$ cat src/rtl/mips_pkg.sv
// Shared encodings for the multi-cycle MIPS control path: opcodes, ALUOp,
// mux selects, FSM states and the per-state control word.
package mips_pkg;

    localparam int unsigned OP_W    = 6;
    localparam int unsigned ALUOP_W = 2;
    localparam int unsigned SEL_W   = 2;

    localparam logic [OP_W-1:0] OP_RTYPE = 6'b000000;
    localparam logic [OP_W-1:0] OP_LW    = 6'b100011;
    localparam logic [OP_W-1:0] OP_SW    = 6'b101011;
    localparam logic [OP_W-1:0] OP_BEQ   = 6'b000100;
    localparam logic [OP_W-1:0] OP_ADDI  = 6'b001000;
    localparam logic [OP_W-1:0] OP_J     = 6'b000010;

    localparam logic [ALUOP_W-1:0] ALUOP_ADD   = 2'b00;
    localparam logic [ALUOP_W-1:0] ALUOP_SUB   = 2'b01;
    localparam logic [ALUOP_W-1:0] ALUOP_FUNCT = 2'b10;

    localparam logic [SEL_W-1:0] SRCB_B       = 2'b00;
    localparam logic [SEL_W-1:0] SRCB_FOUR    = 2'b01;
    localparam logic [SEL_W-1:0] SRCB_IMM     = 2'b10;
    localparam logic [SEL_W-1:0] SRCB_IMM_SH2 = 2'b11;

    localparam logic [SEL_W-1:0] PCSRC_ALU    = 2'b00;
    localparam logic [SEL_W-1:0] PCSRC_ALUOUT = 2'b01;
    localparam logic [SEL_W-1:0] PCSRC_JUMP   = 2'b10;

    typedef enum logic [3:0] {
        S_FETCH    = 4'd0,
        S_DECODE   = 4'd1,
        S_MEMADR   = 4'd2,
        S_MEMREAD  = 4'd3,
        S_MEMWB    = 4'd4,
        S_MEMWRITE = 4'd5,
        S_EXECUTE  = 4'd6,
        S_ALUWB    = 4'd7,
        S_BRANCH   = 4'd8,
        S_ADDIEX   = 4'd9,
        S_ADDIWB   = 4'd10,
        S_JUMP     = 4'd11
    } state_t;

    // Raw per-state control word; the mem_ready-dependent strobes are gated in the top.
    typedef struct packed {
        logic               iord;
        logic               mem_write_req;
        logic               ir_write_req;
        logic               reg_dst;
        logic               mem_to_reg;
        logic               reg_write;
        logic               alu_src_a;
        logic [SEL_W-1:0]   alu_src_b;
        logic [ALUOP_W-1:0] alu_op;
        logic [SEL_W-1:0]   pc_src;
        logic               pc_write;
        logic               pc_write_gated;
        logic               branch;
        logic               done;
    } ctrl_t;

    function automatic logic op_supported(input logic [OP_W-1:0] op);
        return (op == OP_RTYPE) || (op == OP_LW) || (op == OP_SW) ||
               (op == OP_BEQ) || (op == OP_ADDI) || (op == OP_J);
    endfunction

endpackage

$ cat src/rtl/mc_output_decoder.sv
// Moore decode of the control FSM state into the raw datapath control word.
module mc_output_decoder
    import mips_pkg::*;
(
    input  state_t state,
    output ctrl_t  ctrl
);

    always_comb begin
        ctrl = '0;
        case (state)
            S_FETCH: begin
                ctrl.ir_write_req   = 1'b1;
                ctrl.alu_src_b      = SRCB_FOUR;
                ctrl.alu_op         = ALUOP_ADD;
                ctrl.pc_src         = PCSRC_ALU;
                ctrl.pc_write       = 1'b1;
                ctrl.pc_write_gated = 1'b1;
            end
            S_DECODE: begin
                ctrl.alu_src_b = SRCB_IMM_SH2;
                ctrl.alu_op    = ALUOP_ADD;
            end
            S_MEMADR: begin
                ctrl.alu_src_a = 1'b1;
                ctrl.alu_src_b = SRCB_IMM;
                ctrl.alu_op    = ALUOP_ADD;
            end
            S_MEMREAD: begin
                ctrl.iord = 1'b1;
            end
            S_MEMWB: begin
                ctrl.mem_to_reg = 1'b1;
                ctrl.reg_write  = 1'b1;
                ctrl.done       = 1'b1;
            end
            S_MEMWRITE: begin
                ctrl.iord          = 1'b1;
                ctrl.mem_write_req = 1'b1;
            end
            S_EXECUTE: begin
                ctrl.alu_src_a = 1'b1;
                ctrl.alu_src_b = SRCB_B;
                ctrl.alu_op    = ALUOP_FUNCT;
            end
            S_ALUWB: begin
                ctrl.reg_dst   = 1'b1;
                ctrl.reg_write = 1'b1;
                ctrl.done      = 1'b1;
            end
            S_BRANCH: begin
                ctrl.alu_src_a = 1'b1;
                ctrl.alu_src_b = SRCB_B;
                ctrl.alu_op    = ALUOP_SUB;
                ctrl.pc_src    = PCSRC_ALUOUT;
                ctrl.branch    = 1'b1;
                ctrl.done      = 1'b1;
            end
            S_ADDIEX: begin
                ctrl.alu_src_a = 1'b1;
                ctrl.alu_src_b = SRCB_IMM;
                ctrl.alu_op    = ALUOP_ADD;
            end
            S_ADDIWB: begin
                ctrl.reg_write = 1'b1;
                ctrl.done      = 1'b1;
            end
            S_JUMP: begin
                ctrl.pc_src   = PCSRC_JUMP;
                ctrl.pc_write = 1'b1;
                ctrl.done     = 1'b1;
            end
            default: ctrl = '0;
        endcase
    end

endmodule

$ cat src/rtl/multicycle_control_fsm.sv
// Main sequencer for the multi-cycle MIPS datapath: state register, next-state
// logic and mem_ready gating around the per-state output decoder.
module multicycle_control_fsm
    import mips_pkg::*;
(
    input  logic               clk,
    input  logic               rst,
    input  logic [OP_W-1:0]    Opcode,
    input  logic               Zero,
    input  logic               mem_ready,
    output logic               IorD,
    output logic               MemWrite,
    output logic               IRWrite,
    output logic               RegDst,
    output logic               MemtoReg,
    output logic               RegWrite,
    output logic               ALUSrcA,
    output logic [SEL_W-1:0]   ALUSrcB,
    output logic [ALUOP_W-1:0] ALUOp,
    output logic [SEL_W-1:0]   PCSrc,
    output logic               PCEn,
    output logic               illegal_op,
    output logic               instr_done
);

    state_t state;
    state_t state_next;
    ctrl_t  ctrl;
    logic   pc_write;

    always_ff @(posedge clk or posedge rst) begin
        if (rst) state <= S_FETCH;
        else     state <= state_next;
    end

    always_comb begin
        state_next = S_FETCH;
        case (state)
            S_FETCH:    state_next = mem_ready ? S_DECODE : S_FETCH;
            S_DECODE: begin
                case (Opcode)
                    OP_LW, OP_SW: state_next = S_MEMADR;
                    OP_RTYPE:     state_next = S_EXECUTE;
                    OP_BEQ:       state_next = S_BRANCH;
                    OP_ADDI:      state_next = S_ADDIEX;
                    OP_J:         state_next = S_JUMP;
                    default:      state_next = S_FETCH;
                endcase
            end
            S_MEMADR:   state_next = (Opcode == OP_SW) ? S_MEMWRITE : S_MEMREAD;
            S_MEMREAD:  state_next = mem_ready ? S_MEMWB : S_MEMREAD;
            S_MEMWB:    state_next = S_FETCH;
            S_MEMWRITE: state_next = mem_ready ? S_FETCH : S_MEMWRITE;
            S_EXECUTE:  state_next = S_ALUWB;
            S_ALUWB:    state_next = S_FETCH;
            S_BRANCH:   state_next = S_FETCH;
            S_ADDIEX:   state_next = S_ADDIWB;
            S_ADDIWB:   state_next = S_FETCH;
            S_JUMP:     state_next = S_FETCH;
            default:    state_next = S_FETCH;
        endcase
    end

    mc_output_decoder u_decoder (
        .state (state),
        .ctrl  (ctrl)
    );

    // Memory-handshake strobes fire only in the completing cycle of a wait state.
    assign pc_write   = ctrl.pc_write & (~ctrl.pc_write_gated | mem_ready);
    assign IorD       = ctrl.iord;
    assign MemWrite   = ctrl.mem_write_req & mem_ready;
    assign IRWrite    = ctrl.ir_write_req & mem_ready;
    assign RegDst     = ctrl.reg_dst;
    assign MemtoReg   = ctrl.mem_to_reg;
    assign RegWrite   = ctrl.reg_write;
    assign ALUSrcA    = ctrl.alu_src_a;
    assign ALUSrcB    = ctrl.alu_src_b;
    assign ALUOp      = ctrl.alu_op;
    assign PCSrc      = ctrl.pc_src;
    assign PCEn       = pc_write | (ctrl.branch & Zero);
    assign illegal_op = (state == S_DECODE) & ~op_supported(Opcode);
    assign instr_done = ctrl.done | illegal_op | (ctrl.mem_write_req & mem_ready);

endmodule

$ cat config.mk
export PLATFORM = sky130hd
export DESIGN_NAME = multicycle_control_fsm
export DESIGN_NICKNAME = d
export VERILOG_FILES = /design/src/rtl/mips_pkg.sv /design/src/rtl/mc_output_decoder.sv /design/src/rtl/multicycle_control_fsm.sv
export SDC_FILE = /design/constraint.sdc
export NUM_CORES = 1
export LEC_CHECK = 0
export ABC_AREA = 1
export CORE_MARGIN = 2
export CORE_UTILIZATION = 30
export CTS_BUF_LIST = sky130_fd_sc_hd__clkbuf_8
export DETAILED_ROUTE_END_ITERATION = 8
export GPL_ROUTABILITY_DRIVEN = 1
export GPL_TIMING_DRIVEN = 1
export PLACE_DENSITY = 0.72
export SLEW_MARGIN = 10
export SYNTH_ARGS = -nofsm -noshare
export SYNTH_HDL_FRONTEND = slang
export SYNTH_SLANG_ARGS = --single-unit
$ cat constraint.sdc
create_clock -name clk -period 3 [get_ports clk]
set_input_delay 0.6 -clock clk [delete_from_list [all_inputs] [get_ports clk]]
set_output_delay 0.6 -clock clk [all_outputs]
set_load 0.02 [all_outputs]
==> impl_metrics.ini, run 1 <==
[route]
route.detailed.drc = 0
antenna_left = 0
wl_mm = 1.45
via_per_inst = 4.47
vias = 689
avgRoutedWirePerCell_um = 9.38
first_pass_iters = 4
drtIter0Drc = 11

[logic_synthesis]
synthCells = 101
synthDistinctLibCells = 16
ys_seq_elements = 4
ys_seq_area_share_pct = 18.4
syn_nets = 111
synthesis.area_um2 = 543
synth_warnings = 0
syn_area_per_cell_um2 = 5.38

[timing]
finalHoldViolations = 0
worst_slew_pin_slew_ps = 297
fmax_ghz = 0.348
finalSetupViolCount = 0
slew_headroom_pct = 80.2
fin_crit_ps = 2870
slew_violations = 0
fin_tns_setup_ps = 0
clock_skew_ps = 2.63
rsz0062_at_grt = no
fin_crit_sh_pct = 95.8

[worst_hold_path]
hp-class = input port to asynchronous set/reset pin

[clock_tree]
insertion_delay_ps = 210
clkTransAtPathRegs_ps = 30
cts_tree = built
cts.sinks = 4
postCtsSetupBuffers = 0
htreeDepth = 1
clockBufferDepth = 2
root_buffer = clkbuf_8
cts_buffers = 3

[grt]
grt_start_max_net_pins = 7
antenna_found_initial = 0
grt_pass1_vias = 593
grt_pass1_wl_mm = 2.28
gr-usage-all-layers_pct = 14.9
grt_overflow = 0

[setup_path]
critical_path_required_ps = 2400
end_kind = output pin
critPathArrivalTime_ps = 2270
crit_type = input port to output pin
path_max_fanout = 4
cp-start-kind = input port
reg2reg_depth = 5

[layout]
area_growth_pct = 59.9
finalCoreUtilization_pct = 50.8
largest_registers = state x4
largest-register = state
largest_reg_flops = 4
antennaDiodeCount = 0
nets = 141
nFillCells = 179
layout-drive-gt1-share_pct = 14.0

[floorplanning]
rows = 15
coreArea_um2 = 1710
design.die.area_um2 = 2170
start_util_pct = 31.8
die_x_um = 46.5
io_pins = 26
die_y_um = 46.5

[power]
ir_drop_mv = 0.319
finalPower_w = 0.000597
powerDensity_nw_per_um2 = 688
power.leakage_nw = 0.499

[job]
cap_violations = 0

[placement]
place_congestion = 0.817
dp_hpwl_mm = 1.23
numPortBuffers = 25

[run_status]
status = finished clean
[where the power goes]
group	internal [W]	switching, W
registers	0.0000688	0.0000297
logic	0.000167	0.000221
clock network	0.0000852	0.0000244
[worst paths after layout]
check                          start    endpoint  slack (ps)
max in group asynchronous        rst    state[1]        2280
max                        Opcode[2]  instr_done         130
min reg2reg                 state[3]    state[2]         660
max reg2reg                 state[2]    state[2]        1840
min in group clk            state[3]    state[2]         660
min                              rst    state[2]         570
[cells in the mapped netlist]
cell type | count | area share, %
inv_2 | 5 | 3.5
nand4_1 | 1 | 1.2
nor2_1 | 15 | 10
a21oi_2 | 1 | 1.6
nor2_2 | 2 | 2.3
nor2_4 | 3 | 6.2
o21ai_1 | 2 | 1.8
a21oi_1 | 1 | 0.92
dfrtp_1 | 4 | 18
nor3_1 | 1 | 0.92
o21ai_0 | 2 | 1.8
nand3_1 | 15 | 14
nand2_4 | 2 | 4.1
inv_1 | 18 | 12
nand2_1 | 28 | 19
nand2_2 | 1 | 1.2
[area by class of cell]
class | instances | area [um^2] | share of cell area, %
repair buffers | 25 | 250 | 28.8
multi-input cells | 74 | 359 | 41.4
flip-flops and latches | 4 | 100 | 11.5
well taps | 25 | 31.3 | 3.60
clock buffers | 3 | 41.3 | 4.76
inverters | 23 | 86.3 | 9.94
[per-stage QoR]
stage / cells / cell area (um^2) / setup WS [ps] / hold slack [ps]
2_1_floorplan: 101 / 543 / 1110 / 366
3_3_place_gp: 151 / 825 / 187 / 661
3_5_place_dp: 151 / 825 / 131 / 671
4_1_cts: 154 / 866 / 125 / 571
5_1_grt: 154 / 868 / 16.5 / 617
6_report: 154 / 868 / 127 / 573
[layer usage]
layer	global-route usage, %	part of all wire [%]
met1	16.9	42
met3	4.71	4.3
met5	0	0
met4	3.43	0
met2	26.7	54
[cells in the final DEF (no fill, tap or decap)]
cell type / instances
nor3_1: 1
a21oi_2: 1
nand2_1: 28
a21oi_1: 1
o21ai_1: 2
nand2_4: 2
clkbuf_8: 3
nor2_4: 3
nor2_1: 14
o21ai_0: 2
inv_1: 18
nor2_2: 3
dfrtp_1: 4
inv_2: 5
nand2_2: 1
nand3_1: 15
clkdlybuf4s50_1: 25
nand4_1: 1
[critical path: stages]
cell             delay [ps]
clkdlybuf4s50_1         430
nor2_1                  240
nand3_1                 180
nand2_1                 120
nor2_1                   50
nand3_1                  70
nand2_1                  50
clkdlybuf4s50_1         530
[kinds of logic (layout without fill, tap and decap cells)]
| group | Yosys count | after routing | share of synthesized area, % |
|---|---|---|---|
| flip-flops | 4 | 4 | 18.4 |
| AND/OR/NAND/NOR | 68 | 68 | 59.4 |
| AO/OA/AOI/OAI | 6 | 6 | 6.22 |
| buffers and inverters | 23 | 51 | 15.9 |
[what timing repair did]
item,4_1_cts,5_1_grt
setup endpoints to repair,0,1
resized for setup,0,1
hold buffers,0,0
Note: power is estimated with default switching activity, not from simulation.
==> inputs of run 2 (changes only) <==
--- a/config.mk
+++ b/config.mk
@@ -6,14 +6,17 @@
 export NUM_CORES = 1
 export LEC_CHECK = 0
 export ABC_AREA = 1
+export CORE_ASPECT_RATIO = 0.7
 export CORE_MARGIN = 2
 export CORE_UTILIZATION = 30
 export CTS_BUF_LIST = sky130_fd_sc_hd__clkbuf_8
 export DETAILED_ROUTE_END_ITERATION = 8
 export GPL_ROUTABILITY_DRIVEN = 1
 export GPL_TIMING_DRIVEN = 1
-export PLACE_DENSITY = 0.72
+export HOLD_SLACK_MARGIN = 0.15
+export PLACE_DENSITY = 0.71
 export SLEW_MARGIN = 10
 export SYNTH_ARGS = -nofsm -noshare
 export SYNTH_HDL_FRONTEND = slang
+export SYNTH_HIERARCHICAL = 1
 export SYNTH_SLANG_ARGS = --single-unit
==> run 2 against run 1 <==
Synthesized cell count grew 9.9%. Critical endpoint is now PCEn. Sequential power grew 19%. Combinational power grew 30%. Clock-buffer cell count is the same.
==> impl_metrics.ini, run 2 <==
[floorplanning]
rows = 13
coreArea_um2 = 1840
io_pins = 26
design.die.area_um2 = 2320
die_y_um = 40.9
die_x_um = 56.7
start_util_pct = 31.7

[placement]
placed_cells = 156
place_congestion = 0.775
dp_hpwl_mm = 1.38
dp_slack_ps = 113
numPortBuffers = 25

[logic_synthesis]
synth_warnings = 6
synth_top_cell_by_area = nand2_1
ys_seq_elements = 4
synth-xor-area-share_pct = 0
ys_seq_area_share_pct = 17.2
synth_compound_area_share_pct = 7.94
syn_area_per_cell_um2 = 5.25
synth_simple_gate_area_share_pct = 57.5
synthesis.area_um2 = 583
syn_nets = 121
ys_async_sr_fraction_pct = 100
yosys-mux-area-fraction_pct = 0
synth_edf_count = 0
synthDistinctLibCells = 20
postSynth.topFlopCell = dfrtp_1
synthAdderAreaFrac_pct = 0
synth_area_leaders = nand2_1 (21%), dfrtp_1 (17%), nor2_1 (14%), inv_1 (11%), nand4_1 (5.4%)
synth.top_cell.area_share_pct = 20.6
synthCells = 111
yosysMostFrequentCell = nand2_1
synth_commonest_cells = nand2_1 (32), nor2_1 (22), inv_1 (17)
synth_top_family_by_area = simple AND/OR/NAND/NOR gates

[route]
vias = 733
route.detailed.drc = 0
wl_mm = 1.63
route.met2.wl_um = 742
first_pass_iters = 4
met1Wirelength_um = 826
drtIter0Drc = 15
avgRoutedWirePerCell_um = 10.3
via_per_inst = 4.61
top_layer = met4
antenna_left = 0
routed-wl-met3_um = 54

[layout]
final-instance-count-excl-fill = 159
multi_input_area_um2 = 382
nFillCells = 201
layout-drive-gt1-share_pct = 13.1
regArea_um2 = 100
antennaDiodeCount = 0
largest_registers = state x4
largest-register = state
area_growth_pct = 53.0
final_common_cell = nand2_1
largest_reg_flops = 4
final_cell_mix = nand2_1 (32), clkdlybuf4s50_1 (23), nor2_1 (22), inv_1 (17)
nets = 149

[timing]
fmax_ghz = 0.375
worst_slew_pin_slew_ps = 345
fin_tns_setup_ps = 0
setup_slack_ps = 336
whs_ps = 573
clock_skew_ps = 0.678
fin_crit_sh_pct = 88.8
rsz0062_at_grt = no
finalHoldViolations = 0
slew_violations = 0
finalSetupViolCount = 0
slew_headroom_pct = 77.0
fin_crit_ps = 2660

[setup_path]
end_kind = output pin
reg2reg_to = state[1]
reg2reg_depth = 6
critical_path_required_ps = 2400
path_max_fanout = 5
critPathArrivalTime_ps = 2060
reg2reg_from = state[1]
cp-start-kind = input port
crit_type = input port to output pin
worst-r2r-setup-slack_ps = 1810

[grt]
grt_start_max_net_pins = 10
grt_overflow = 0
gr-usage-all-layers_pct = 14.8
grt_pass1_wl_mm = 2.53
antenna_found_initial = 0
grt_pass1_vias = 593

[clock_tree]
clkTransAtPathRegs_ps = 30
clockBufferDepth = 2
cts_tree = built
root_buffer = clkbuf_8
cts.sinks = 4
cts_buffers = 3
insertion_delay_ps = 210
htreeDepth = 1

[power]
power.leakage_nw = 0.500
ir_drop_mv = 0.342
powerDensity_nw_per_um2 = 822

[worst_hold_path]
hp-class = input port to asynchronous set/reset pin

[run_status]
status = finished clean

[job]
cap_violations = 0
[run 2: area by class of cell]
cell class,count,share of cell area (%)
multi-input combinational,82,42.8
timing repair buffer,25,28.6
sequential,4,11.2
inverter,23,9.68
clock buffer,3,4.63
tap,22,3.09
[run 2: power by group]
part	switching (W)	total (W)	internal, W	leakage (nW)
Combinational	0.000292	0.000507	0.000215	0.425
Sequential	0.0000461	0.000117	0.0000708	0.0537
Clock	0.0000242	0.000109	0.0000852	0.0216
[run 2: stage by stage]
stage / utilization [%] / cell area (um^2) / power, W
2_1_floorplan: - / 583 / 0.000433
3_3_place_gp: 46.0 / 846 / 0.000623
3_5_place_dp: 46.0 / 846 / 0.000629
4_1_cts: 48.3 / 887 / 0.000742
5_1_grt: 48.5 / 892 / 0.000792
6_report: 48.5 / 892 / 0.000733
[run 2: how the worst max path moves through the flow]
stage | start | end | depth (start not counted)
floorplan | Opcode[3] | instr_done | 7
detailed placement | Opcode[2] | instr_done | 8
CTS | Opcode[2] | instr_done | 8
finish | mem_ready | PCEn | 5
global route | mem_ready | PCEn | 5
global placement | Opcode[2] | instr_done | 8
[run 2: worst max-delay path, cell delays in order]
cell	delay (ps)
clkdlybuf4s50_1	580
inv_1	110
nand2_1	70
a22o_1	110
clkdlybuf4s50_1	600
[run 2: repair_timing]
action                     in CTS  in global routing
hold buffers                    0                  0
setup buffers                   0                  0
gates resized for setup         0                  2
setup endpoints to repair       0                  2
[run 2: cell families after synthesis]
kind of cell / count (synthesis)
and+or+nand+nor: 75
buffers and inverters: 25
AOI/OAI and AO/OA: 7
DFF: 4
[run 2: metal layers]
layer,global-route usage [%],vias to the layer above
met2,23.8,9
met3,2.84,2
met5,0,-
met1,19.7,326
li1,-,396
met4,7.14,0
